`src/rtl/hazard_ctrl_pkg.sv`:
```
// rtl/hazard_ctrl_pkg.sv - shared pipeline definitions: state encoding, widths, stage-control bundle
`ifndef HAZARD_CTRL_PKG_SV
`define HAZARD_CTRL_PKG_SV

package hazard_ctrl_pkg;

  // Datapath widths shared across the pipeline
  localparam int OPCODE_W = 7;
  localparam int ALU_W    = 32;

  // Hazard FSM encoding (3-bit, kept stable for older tooling)
  localparam logic [2:0] ST_INIT   = 3'd0;
  localparam logic [2:0] ST_RUN    = 3'd1;
  localparam logic [2:0] ST_LSTALL = 3'd2;
  localparam logic [2:0] ST_MWAIT  = 3'd3;
  localparam logic [2:0] ST_HALT   = 3'd4;

  // Stage control lines driven by the hazard controller
  typedef struct packed {
    logic stall_f;
    logic stall_d;
    logic flush_d;
    logic flush_e;
    logic ce_m;
  } stage_ctrl_t;

  // Everything held and flushed, memory stage frozen
  localparam stage_ctrl_t CTRL_RESET =
    '{stall_f: 1'b1, stall_d: 1'b1, flush_d: 1'b1, flush_e: 1'b1, ce_m: 1'b0};
  // Front end held, memory stage frozen, nothing flushed
  localparam stage_ctrl_t CTRL_HOLD =
    '{stall_f: 1'b1, stall_d: 1'b1, flush_d: 1'b0, flush_e: 1'b0, ce_m: 1'b0};
  // Free-running pipeline
  localparam stage_ctrl_t CTRL_RUN =
    '{stall_f: 1'b0, stall_d: 1'b0, flush_d: 1'b0, flush_e: 1'b0, ce_m: 1'b1};
  // Data hazard: hold fetch/decode, inject a bubble into execute
  localparam stage_ctrl_t CTRL_BUBBLE =
    '{stall_f: 1'b1, stall_d: 1'b1, flush_d: 1'b0, flush_e: 1'b1, ce_m: 1'b1};
  // Redirect: squash the wrong-path instructions in decode and execute
  localparam stage_ctrl_t CTRL_FLUSH =
    '{stall_f: 1'b0, stall_d: 1'b0, flush_d: 1'b1, flush_e: 1'b1, ce_m: 1'b1};

endpackage

`endif

```
`src/rtl/hazard_detect.sv`:
```
// rtl/hazard_detect.sv - combinational source/destination comparators for hazard_ctrl
module hazard_detect #(
  parameter int AWIDTH = 5
) (
  input  logic [AWIDTH-1:0] id_rs1,
  input  logic [AWIDTH-1:0] id_rs2,
  input  logic              id_use_rs1,
  input  logic              id_use_rs2,
  input  logic [AWIDTH-1:0] ex_rd,
  input  logic              ex_we,
  input  logic              ex_load,
  input  logic [AWIDTH-1:0] mem_rd,
  input  logic              mem_we,
  output logic              load_use,
  output logic              raw_match
);

  logic ex_match;
  logic mem_match;

  // Register 0 is hardwired, so writes to it never create a dependency
  assign ex_match  = ex_we && (ex_rd != '0) &&
                     ((id_use_rs1 && (id_rs1 == ex_rd)) || (id_use_rs2 && (id_rs2 == ex_rd)));
  assign mem_match = mem_we && (mem_rd != '0) &&
                     ((id_use_rs1 && (id_rs1 == mem_rd)) || (id_use_rs2 && (id_rs2 == mem_rd)));

  assign load_use  = ex_match && ex_load;
  assign raw_match = ex_match || mem_match;

endmodule

```
`src/rtl/hazard_ctrl.sv`:
```
// rtl/hazard_ctrl.sv - pipeline hazard/stall controller; HC_FORWARD_EN limits stalls to load-use
module hazard_ctrl
  import hazard_ctrl_pkg::*;
#(
  parameter int AWIDTH   = 5,
  parameter int MAX_WAIT = 8
) (
  input  logic              hc_clk,
  input  logic              hc_rst,
  input  logic              hc_i_ce,
  input  logic [AWIDTH-1:0] hc_i_id_rs1,
  input  logic [AWIDTH-1:0] hc_i_id_rs2,
  input  logic              hc_i_id_use_rs1,
  input  logic              hc_i_id_use_rs2,
  input  logic [AWIDTH-1:0] hc_i_ex_rd,
  input  logic              hc_i_ex_we,
  input  logic              hc_i_ex_load,
  input  logic [AWIDTH-1:0] hc_i_mem_rd,
  input  logic              hc_i_mem_we,
  input  logic              hc_i_branch_taken,
  input  logic              hc_i_mem_req,
  input  logic              hc_i_mem_ready,
  output logic              hc_o_stall_f,
  output logic              hc_o_stall_d,
  output logic              hc_o_flush_d,
  output logic              hc_o_flush_e,
  output logic              hc_o_ce_m,
  output logic              hc_o_mem_err
);

  localparam int CW = $clog2(MAX_WAIT + 1);
  localparam logic [CW-1:0] CNT_MAX = CW'(MAX_WAIT);

  logic [2:0]    state, state_nxt;
  logic [CW-1:0] wait_cnt, wait_cnt_nxt;
  logic          branch_pend, branch_pend_nxt;
  logic          mem_err, mem_err_nxt;
  logic          load_use, raw_match, stall_hz;
  logic          mem_wait;
  stage_ctrl_t   ctrl;

  hazard_detect #(
    .AWIDTH (AWIDTH)
  ) u_detect (
    .id_rs1     (hc_i_id_rs1),
    .id_rs2     (hc_i_id_rs2),
    .id_use_rs1 (hc_i_id_use_rs1),
    .id_use_rs2 (hc_i_id_use_rs2),
    .ex_rd      (hc_i_ex_rd),
    .ex_we      (hc_i_ex_we),
    .ex_load    (hc_i_ex_load),
    .mem_rd     (hc_i_mem_rd),
    .mem_we     (hc_i_mem_we),
    .load_use   (load_use),
    .raw_match  (raw_match)
  );

`ifdef HC_FORWARD_EN
  // EX/MEM results are forwarded; only a load in EX cannot be bypassed in time
  assign stall_hz = load_use;
`else
  // No bypass network: any pending write to a read source must drain first
  assign stall_hz = raw_match | load_use;
`endif

  assign mem_wait = hc_i_mem_req & ~hc_i_mem_ready;

  // Next-state, wait counter, pending-branch and timeout bookkeeping
  always_comb begin
    state_nxt       = state;
    wait_cnt_nxt    = wait_cnt;
    branch_pend_nxt = branch_pend;
    mem_err_nxt     = mem_err;
    if (hc_i_ce) begin
      case (state)
        ST_INIT: state_nxt = ST_RUN;
        ST_RUN: begin
          if (mem_wait) begin
            state_nxt    = ST_MWAIT;
            wait_cnt_nxt = '0;
          end else if (!hc_i_branch_taken && stall_hz) begin
            state_nxt = ST_LSTALL;
          end
        end
        ST_LSTALL: state_nxt = ST_RUN;
        ST_MWAIT: begin
          if (hc_i_mem_ready) begin
            state_nxt       = ST_RUN;
            wait_cnt_nxt    = '0;
            branch_pend_nxt = 1'b0;
          end else begin
            if (hc_i_branch_taken) begin
              branch_pend_nxt = 1'b1;
            end
            if (wait_cnt == CNT_MAX) begin
              state_nxt   = ST_HALT;
              mem_err_nxt = 1'b1;
            end else begin
              wait_cnt_nxt = wait_cnt + 1'b1;
            end
          end
        end
        ST_HALT: state_nxt = ST_HALT;
        default: state_nxt = ST_INIT;
      endcase
    end
  end

  // State registers; reset discards pending branch, counter and error
  always_ff @(posedge hc_clk or negedge hc_rst) begin
    if (!hc_rst) begin
      state       <= ST_INIT;
      wait_cnt    <= '0;
      branch_pend <= 1'b0;
      mem_err     <= 1'b0;
    end else begin
      state       <= state_nxt;
      wait_cnt    <= wait_cnt_nxt;
      branch_pend <= branch_pend_nxt;
      mem_err     <= mem_err_nxt;
    end
  end

  // Stage controls from state and live inputs; reset is gated in so no glitch escapes
  always_comb begin
    ctrl = CTRL_RESET;
    if (!hc_rst) begin
      ctrl = CTRL_RESET;
    end else if (!hc_i_ce) begin
      ctrl = CTRL_HOLD;
    end else begin
      case (state)
        ST_INIT: ctrl = CTRL_RESET;
        ST_RUN: begin
          if (mem_wait) begin
            ctrl = CTRL_HOLD;
          end else if (hc_i_branch_taken) begin
            ctrl = CTRL_FLUSH;
          end else if (stall_hz) begin
            ctrl = CTRL_BUBBLE;
          end else begin
            ctrl = CTRL_RUN;
          end
        end
        ST_LSTALL: ctrl = CTRL_RUN;
        ST_MWAIT: begin
          if (hc_i_mem_ready) begin
            ctrl         = CTRL_RUN;
            ctrl.flush_d = branch_pend | hc_i_branch_taken;
            ctrl.flush_e = branch_pend | hc_i_branch_taken;
          end else begin
            ctrl = CTRL_HOLD;
          end
        end
        ST_HALT: ctrl = CTRL_HOLD;
        default: ctrl = CTRL_RESET;
      endcase
    end
  end

  assign hc_o_stall_f = ctrl.stall_f;
  assign hc_o_stall_d = ctrl.stall_d;
  assign hc_o_flush_d = ctrl.flush_d;
  assign hc_o_flush_e = ctrl.flush_e;
  assign hc_o_ce_m    = ctrl.ce_m;
  assign hc_o_mem_err = mem_err;

endmodule

```
`config.mk`:
```
export PLATFORM = sky130hd
export DESIGN_NAME = hazard_ctrl
export DESIGN_NICKNAME = d
export VERILOG_FILES = /design/src/rtl/hazard_ctrl_pkg.sv /design/src/rtl/hazard_detect.sv /design/src/rtl/hazard_ctrl.sv
export SDC_FILE = /design/constraint.sdc
export NUM_CORES = 1
export LEC_CHECK = 0
export ABC_AREA = 1
export BUFFER_PORTS_ARGS = -buffer_cell sky130_fd_sc_hd__buf_2
export CORE_ASPECT_RATIO = 1.2
export CORE_MARGIN = 3
export CORE_UTILIZATION = 45
export CTS_BUF_LIST = sky130_fd_sc_hd__clkbuf_4 sky130_fd_sc_hd__clkbuf_8
export DETAILED_ROUTE_END_ITERATION = 16
export GPL_TIMING_DRIVEN = 0
export MAX_ROUTING_LAYER = met4
export PLACE_DENSITY = 0.74
export SLEW_MARGIN = 20
export SYNTH_ARGS = -nofsm -noshare
export SYNTH_HDL_FRONTEND = slang
export SYNTH_SLANG_ARGS = --single-unit
```
`constraint.sdc`:
```
create_clock -name hc_clk -period 1.65 [get_ports hc_clk]
set_clock_uncertainty 0.15 [all_clocks]
set_input_delay 0.2475 -clock hc_clk [delete_from_list [all_inputs] [get_ports hc_clk]]
set_output_delay 0.2475 -clock hc_clk [all_outputs]
set_load 0.1 [all_outputs]
```
* Yosys cells after proc, flatten, opt, wreduce, memory -nomap -nowiden
Index checks and enable logic that the tools add are counted.
** Word-level totals
- Bits in registers :: 9
- Latch bits :: 0
- RAM bits :: 0
- ROM bits :: 0
- Bits of input ports :: 31
- Output and inout bits :: 6
- Word-level logic and storage cells :: 64
- Memories :: 0
** Cells by class
- $add $sub $neg :: 1
- $mul :: 0
- Divide/modulo/power cells :: 0
- $lt $le $gt $ge :: 0
- Eq/ne operators :: 13
- Shifts and indexed selects :: 0
- Muxes and demuxes :: 18
- Bitwise operators :: 4
- Reduce and logical (&&, ||, !) cells :: 24
** Operators by type and width (number)
- two-way mux 5 bit :: 6
- == test 5 bit :: 4
- one-hot mux 5 bit (4 select lines) :: 1
- two-way mux 3 bit :: 4
- two-way mux 4 bit :: 3
- one-hot mux 3 bit (4 select lines) :: 1
- logical AND 1 bit :: 10
- nonzero test 5 bit :: 2
- inequality test 3 bit (second input constant) :: 3
- one-hot mux 4 bit (2 select lines) :: 1
- AND reduction 4 bit :: 2
- == test 3 x 2 -> 1 bit (second input constant) :: 2
- AND reduction 3 bit :: 2
- adder 4 x 1 -> 4 bit (second input constant) :: 1
- == test 4 bit (second input constant) :: 1
- nonzero test 2 bit :: 2
- == test 3 x 1 -> 1 bit (second input constant) :: 1
- == test 3 bit (second input constant) :: 1
- logical NOT 3 bit :: 1
- logical OR 1 bit :: 3
- two-way mux 1 bit :: 2
- inequality test 2 bit (second input constant) :: 1
- bitwise OR 1 bit :: 2
- OR reduction 2 bit :: 1
- 3 further kinds :: 3

* Depth between registers and ports, before layout
Gate-level depths: netlist (run 1).
- Depth in word-level cells :: 12
- Gate-level depth with buffers :: 13

* Cells and area by module
From an unflattened synthesis (run 1), not the netlist that was laid out.
** Second synthesis, totals
- Cell total of the unflattened synthesis :: 213
- Area, all modules :: 1117.3 um2
** By module, submodules not included
- hazard_ctrl :: instances 1, cells an instance 107, area each 694.4 um2, sequential area each 225.2 um2
- hazard_detect :: instances 1, cells an instance 106, area each 422.9 um2, sequential area each 0.0 um2

* Worst setup path after synthesis (run 1)
No wires, ideal clock.
- Path kind :: reg2out
- From :: reg state[0]
- To :: out hc_o_stall_f
- Data arrival time :: 3721 ps
- Path slack :: -2469 ps
- Cell stages (with the launch flop) :: 10
- Path buffers :: 1
- Cell sequence :: dfrtp_1 nand2_2 nor2_2 nand2_2 inv_1 nor2_1 inv_1 nor2_1 nand2_1 buf_4
** On the way
- Cells in the longest elaborated chain, start to end :: 4
** Ends and longest elaborated chain
- start: declaration :: line hazard_ctrl.sv:34 : logic [2:0] state, state_nxt;
- start signal: assignment :: line hazard_ctrl.sv:117 : state <= state_nxt;
- == test 3 bit (tied with other cells) :: line hazard_ctrl.sv:132 : case (state)
- one-hot mux 5 bit (4 select lines) * :: line hazard_ctrl.sv:132
- two-way mux 5 bit * :: line hazard_ctrl.sv:129 : end else if (!hc_i_ce) begin
- two-way mux 5 bit * :: line hazard_ctrl.sv:127 : if (!hc_rst) begin
- end: declaration :: line hazard_ctrl.sv:23 : output logic hc_o_stall_f,
Mark *: on every way between the ends. The rest lies on a longest branch, timed or not.

* Worst setup path in the final report (run 1)
Ends and elaborated chain as after synthesis.

==> results.json, run 1 <==
{
  "gp_congestion": 0.8111,
  "cpMostUsedCell": "nor2_1",
  "antenna_cells": 0,
  "die_x_um": 49.91,
  "synth.most_common_cell": "nand2_1",
  "cts_buffers": 3,
  "status": "complete, but fails checks",
  "critPathMaxFanout": 4,
  "worstSetupPathDepth": 10,
  "worstSetupPathType": "reg2out",
  "dieArea_um2": 2929,
  "r2r.worst_path.cells": 10,
  "finalNetCount": 276,
  "synth_ff_type": "dfrtp_1",
  "min_path_cells": 2,
  "ys_warn_count": 0,
  "drcViolationCount": 0,
  "synth_fp_nets": 224,
  "clk_path_buf_depth": 2,
  "crit_chain": "buf_6, nor2_2, nor2_1, nor2_1, nor2_1, nand3_1, nor2_4, nand2_8, buf_12, buf_12",
  "synth_area_leaders": "nand2_1, dfrtp_1, inv_1",
  "hold_path_end": "branch_pend$_DFFE_PN0P_",
  "slew-limit-headroom_pct": 67.71,
  "fin_util_pct": 74.82,
  "ys_top_cells_by_count": "nand2_1, inv_1, nor2_1",
  "post-route-period-util_pct": 129.5,
  "core_um2": 2117,
  "cts-htree-levels": 1,
  "syn_area_um2": 1041,
  "min_from": "hc_i_ce",
  "r2r_end": "wait_cnt[2]$_DFFE_PN0P_",
  "slowest_stage": "dfrtp_2",
  "cts_tree": "yes",
  "antenna_found_initial": 0,
  "drt-initial-drc-count": 23,
  "synth-edff-count": 0,
  "route.vias.total": 1331,
  "r2r_slack_ns": -0.06,
  "drv_slew": 0,
  "wl_per_cell_um": 11.25,
  "grt_util_all_layers_pct": 21.06,
  "worst_slack_ns": -0.4863,
  "synth_seq_area_share_pct": 21.63,
  "drt-pass1-iter-count": 5,
  "crit_required_ns": 1.25,
  "root_buffer": "clkbuf_4",
  "r2r_start": "state[1]$_DFFE_PN0P_",
  "synth.avg_cell_area_um2": 5.450,
  "setup_viol": 6,
  "syn2layout_area_growth_pct": 52.16,
  "overflow": 0,
  "syn-instance-count": 191,
  "hp-class": "in2reg",
  "worst_setup_path_end_kind": "primary output",
  "ys_types": 24,
  "start_kind": "flop",
  "clkSinkCount": 9,
  "synth_top_area_share_pct": 26.32,
  "cap_violations": 0,
  "clk_pin_slew_worst_paths_ns": 0.07,
  "finalCriticalPeriod_ns": 2.136,
  "p_leak_nw": 0.9375,
  "grt_max_degree": 10,
  "rows": 18,
  "worst_slew_pin_slew_ns": 0.4877,
  "p_per_area_nw_per_um2": 1297,
  "grt_setup_unrepaired": "yes",
  "yosys.area.top_type": "nand2_1",
  "peakVddDrop_uv": 848.3,
  "io_buffers": 34,
  "crit_arrival_ns": 1.74,
  "grt_pass1_vias": 1225,
  "ios": 37,
  "antenna_left": 0,
  "die_y_um": 58.69,
  "ys_async_sr_fraction_pct": 100.0,
  "final_layout_size_suffix_gt1_share_pct": 34.71,
  "hold_violations": 0,
  "grt_pass1_wl_um": 4802,
  "drt_wl_total_um": 3059,
  "critPathBufInv": 3,
  "clock_latency_ns": 0.27,
  "ys_seq_elements": 9,
  "slowest_delay_ns": 0.43,
  "violations": "negative setup slack",
  "fmax_mhz": 468.1,
  "viasPerCell": 4.893,
  "hpwl_um": 2145,
  "timing.hold.ws_ns": 0.04653,
  "initial_core_util_pct": 49.17,
  "cp_top_family": "simple AND/OR/NAND/NOR gates"
}
cell usage in the layout, fill, tap and decap left out:
master and instances:
nand2_1 70, inv_1 30, buf_2 29, nor2_1 20, nand3_1 13, buf_4 9
dfrtp_1 7, inv_2 6, nand2_4 5, nor2_4 5, buf_6 5, buf_12 5
o21ai_0 4, clkbuf_4 4, nor2_2 3, a21oi_1 3, o21ai_1 2, nor3_4 2
nand2_2 2, nand3_2 2, ha_1 2, dfrtp_2 2, nor3_2 1, nand3b_1 1
a21oi_2 1, nand4_1 1, nand2_8 1, xnor2_1 1, a31oi_1 1, a21o_1 1
o22ai_2 1, o21ai_2 1, o221ai_1 1, dlygate4sd3_1 1
through the flow:
step / power, mW / instance area, µm² / cells / TNS (ns) / setup WS [ns]
final: 2.054 / 1584 / 272 / -2.213 / -0.4863
after global routing: 2.176 / 1584 / 272 / -2.947 / -0.5892
after CTS: 1.922 / 1520 / 268 / -2.091 / -0.4464
after detailed placement: 1.404 / 1303 / 255 / -2.133 / -0.5095
after global placement: 1.384 / 1303 / 255 / -2.012 / -0.4887
after floorplan: 1.216 / 1095 / 191 / -1.831 / -0.7111
flip-flops by register name (all words and copies together), names as in the netlist:
signal,count
wait_cnt,4
hc_o_mem_err,1
branch_pend,1
state,3
worst max path at each step:
stage                         startpoint            to  slack (ns)
finish              state[0]$_DFFE_PN0P_  hc_o_stall_f       -0.49
CTS                 state[0]$_DFFE_PN0P_  hc_o_stall_f       -0.45
global placement           hc_i_ex_rd[2]  hc_o_stall_f       -0.49
detailed placement         hc_i_ex_rd[2]  hc_o_stall_f       -0.51
global route        state[2]$_DFFE_PN0P_  hc_o_stall_f       -0.59
floorplan           state[0]$_DFFE_PN0P_  hc_o_stall_f       -0.71
power breakdown:
part,internal [mW],switching (mW),leakage (nW)
clock,0.110,0.0840,0.0184
combinational,0.577,0.868,0.803
sequential,0.312,0.103,0.117
total,0.999,1.06,0.938
repair_timing:
item,4_1_cts,5_1_grt
hold buffers,1,0
gates resized for setup,35,9
pin swaps,10,10
setup buffers,8,4
setup endpoints to repair,6,11
endpoints found under the hold margin,9,0
cell type report:
type | instances | area (µm²)
multi-input cells | 144 | 774.5
well taps | 30 | 37.54
clock buffers | 4 | 30.03
fillers | 185 | 533.0
flip-flops and latches | 9 | 227.7
plain buffers | 2 | 31.28
inverters | 36 | 135.1
repair buffers | 47 | 347.8
cells by family (layout without fill, tap and decap cells):
family / count (synthesis) / after routing / share of synthesized area [%]
simple gates: 126 / 126 / 52.28
xor+xnor: 1 / 1 / 0.8415
compound gates: 15 / 15 / 8.054
fa+ha+maj: 2 / 2 / 2.403
flops: 9 / 9 / 21.63
buf+inv: 38 / 89 / 14.78
layer usage:
metal	track usage, %	wire length (µm)	vias to the layer above
met5	-	0	-
met4	6.324	65	0
met3	3.544	165	8
met2	39.70	1616	48
met1	22.31	1212	593
li1	-	-	682
Note: power is estimated with default switching activity, not from simulation.
==> run 2: changes to the inputs <==
--- a/config.mk
+++ b/config.mk
@@ -7,14 +7,16 @@
 export LEC_CHECK = 0
 export ABC_AREA = 1
 export BUFFER_PORTS_ARGS = -buffer_cell sky130_fd_sc_hd__buf_2
+export CELL_PAD_IN_SITES_DETAIL_PLACEMENT = 1
+export CELL_PAD_IN_SITES_GLOBAL_PLACEMENT = 1
 export CORE_ASPECT_RATIO = 1.2
 export CORE_MARGIN = 3
-export CORE_UTILIZATION = 45
+export CORE_UTILIZATION = 33
 export CTS_BUF_LIST = sky130_fd_sc_hd__clkbuf_4 sky130_fd_sc_hd__clkbuf_8
 export DETAILED_ROUTE_END_ITERATION = 16
 export GPL_TIMING_DRIVEN = 0
 export MAX_ROUTING_LAYER = met4
-export PLACE_DENSITY = 0.74
+export PLACE_DENSITY = 0.83
 export SLEW_MARGIN = 20
 export SYNTH_ARGS = -nofsm -noshare
 export SYNTH_HDL_FRONTEND = slang
==> constraint.sdc (replaced) <==
create_clock -name hc_clk -period 1.65 [get_ports hc_clk]
set_clock_uncertainty 0.15 [all_clocks]
set_input_delay 0.4125 -clock hc_clk [delete_from_list [all_inputs] [get_ports hc_clk]]
set_output_delay 0.4125 -clock hc_clk [all_outputs]
set_load 0.1 [all_outputs]
==> run 2 against run 1 <==
Against the previous run:
- cell area rose by 4.4%
- cell count increased by 2.9%
- sequential power grew 1%
- critical endpoint unchanged
- sequential cell count unchanged
- die area increased by 32%
- the flow still finishes with violations (negative setup slack)
- non-clock buffer count is 4 higher
- clock power about the same
- critical path depth decreased by 2
- largest power group unchanged
- total power is 11% higher
- routed wire length up 41%
==> results.json, run 2 (synthesized netlist as in run 1, its figures left out) <==
{
  "die_x_um": 57.27,
  "grt_setup_unrepaired": "yes",
  "die_y_um": 67.53,
  "hpwl_um": 2499,
  "instances_no_fill": 280,
  "slew-limit-headroom_pct": 66.49,
  "worstSetupPathType": "reg2out",
  "gp_congestion": 0.7812,
  "grt_max_degree": 11,
  "peakVddDrop_uv": 790.6,
  "syn2layout_area_growth_pct": 58.89,
  "largest_reg_flops": 4,
  "post-route-period-util_pct": 144.6,
  "cap_violations": 0,
  "critPathMaxFanout": 4,
  "drt_wl_total_um": 4323,
  "seqCellArea_um2": 227.7,
  "hold_violations": 0,
  "fmax_mhz": 419.1,
  "grt_util_all_layers_pct": 19.58,
  "hp-class": "in2reg",
  "clkSinkCount": 9,
  "fillers": 405,
  "cts-htree-levels": 1,
  "worst_setup_path_end_kind": "primary output",
  "viasPerCell": 4.907,
  "crit_chain": "nor3_4, nor2_2, nor2_2, nand3_2, nor2_4, nand2_8, buf_12, buf_12",
  "cts_buffers": 3,
  "finalNetCount": 280,
  "crit_arrival_ns": 1.82,
  "ios": 37,
  "rows": 21,
  "root_buffer": "clkbuf_4",
  "route.vias.total": 1374,
  "finalCriticalPeriod_ns": 2.386,
  "violations": "negative setup slack",
  "final_common_cell": "nand2_1",
  "dp_cells": 259,
  "drv_slew": 0,
  "antenna_found_initial": 0,
  "drt-initial-drc-count": 41,
  "largest-register": "wait_cnt",
  "p_leak_nw": 0.9611,
  "core_um2": 2890,
  "wl_per_cell_um": 15.44,
  "largest_registers": "wait_cnt (4), state (3)",
  "worst_slew_pin_slew_ns": 0.5062,
  "slowest_stage": "dfrtp_2",
  "multi_input_area_um2": 805.8,
  "drcViolationCount": 0,
  "start_kind": "flop",
  "grt_pass1_wl_um": 5747,
  "cp_top_family": "simple AND/OR/NAND/NOR gates",
  "antenna_cells": 0,
  "clk_path_buf_depth": 2,
  "drt-pass1-iter-count": 4,
  "final_layout_size_suffix_gt1_share_pct": 39.02,
  "placed_cell_area_um2": 1308,
  "status": "complete, but fails checks",
  "final_cell_mix": "nand2_1, buf_2, inv_1",
  "setup_viol": 12,
  "worst_slack_ns": -0.7360,
  "clock_latency_ns": 0.29,
  "dieArea_um2": 3867,
  "clk_pin_slew_worst_paths_ns": 0.08,
  "overflow": 0,
  "io_buffers": 34,
  "critPathBufInv": 2,
  "grt_pass1_vias": 1284,
  "p_per_area_nw_per_um2": 1382,
  "slowest_delay_ns": 0.48,
  "antenna_left": 0,
  "initial_core_util_pct": 36.02,
  "crit_required_ns": 1.09,
  "cts_tree": "yes",
  "fin_area_um2": 1654
}
run 2: cell count changes in the layout (fill, tap and decap cells not counted), moves of 2 or more:
cell and change:
nor2_4 +2, nand2_1 -3, inv_1 -2, nand2_2 +2
buf_4 +3, nor2_1 -2
run 2: final cells by class:
type,instances,area share [%]
multi-input combinational,144,48.71
inverter,36,8.321
tap,34,2.572
clock buffer,3,1.362
sequential,9,13.77
timing repair buffer,51,23.07
clock inverter,1,0.3026
buffer,2,1.891
run 2: where the power goes:
group	leakage, nW	switching, mW	total, mW	internal (mW)
combinational	0.827	1.02	1.67	0.650
clock	0.0177	0.105	0.196	0.0903
sequential	0.117	0.109	0.421	0.312
run 2: stage by stage:
stage | util, % | hold WS [ns] | setup WS [ns] | setup TNS (ns) | total power [mW]
finish | 57.23 | 0.2113 | -0.7360 | -4.459 | 2.286
global placement | 45.24 | 0.1298 | -0.8607 | -3.962 | 1.398
detailed placement | 45.24 | 0.1343 | -0.8633 | -4.115 | 1.420
CTS | 52.42 | -0.1550 | -0.6052 | -3.307 | 1.907
global route | 57.23 | 0.2108 | -0.7969 | -5.307 | 2.401
floorplan | - | -0.03309 | -0.8761 | -2.656 | 1.216
run 2: worst reg2reg max path: cells and delay by family (launching register included):
kind | cells | cell delay [ns]
AO/OA/AOI/OAI | 2 | 0.18
buffers and inverters | 3 | 0.37
flip-flops | 1 | 0.39
AND/OR/NAND/NOR | 7 | 0.71
run 2: path summary, 6_finish.rpt:
path                                          start                       end  slack (ns)  cells past startpoint
max in group asynchronous                    hc_rst      state[0]$_DFFE_PN0P_        0.55                      2
hold reg to reg            hc_o_mem_err$_DFFE_PN0P_  hc_o_mem_err$_DFFE_PN0P_        0.31                      1
setup / recovery               state[0]$_DFFE_PN0P_              hc_o_stall_f       -0.74                      8
setup reg to reg               state[2]$_DFFE_PN0P_   wait_cnt[2]$_DFFE_PN0P_       -0.28                     12
min in group asynchronous                    hc_rst   branch_pend$_DFFE_PN0P_        0.47                      2
hold / removal                              hc_i_ce   branch_pend$_DFFE_PN0P_        0.21                      2
run 2: repair_timing:
item	CTS	global route
setup endpoints to repair	6	12
gates resized for setup	31	25
buffers inserted	10	7
hold endpoints to repair	9	9
pin swaps	9	7
cloned	0	0
run 2: layer usage:
layer / track usage, % / vias to the layer above / wire length (µm)
met2: 37.14 / 35 / 2333
met1: 22.93 / 642 / 1751
met3: 2.868 / 9 / 136
met4: 0.8696 / 0 / 101
met5: - / - / 0
li1: - / 688 / -
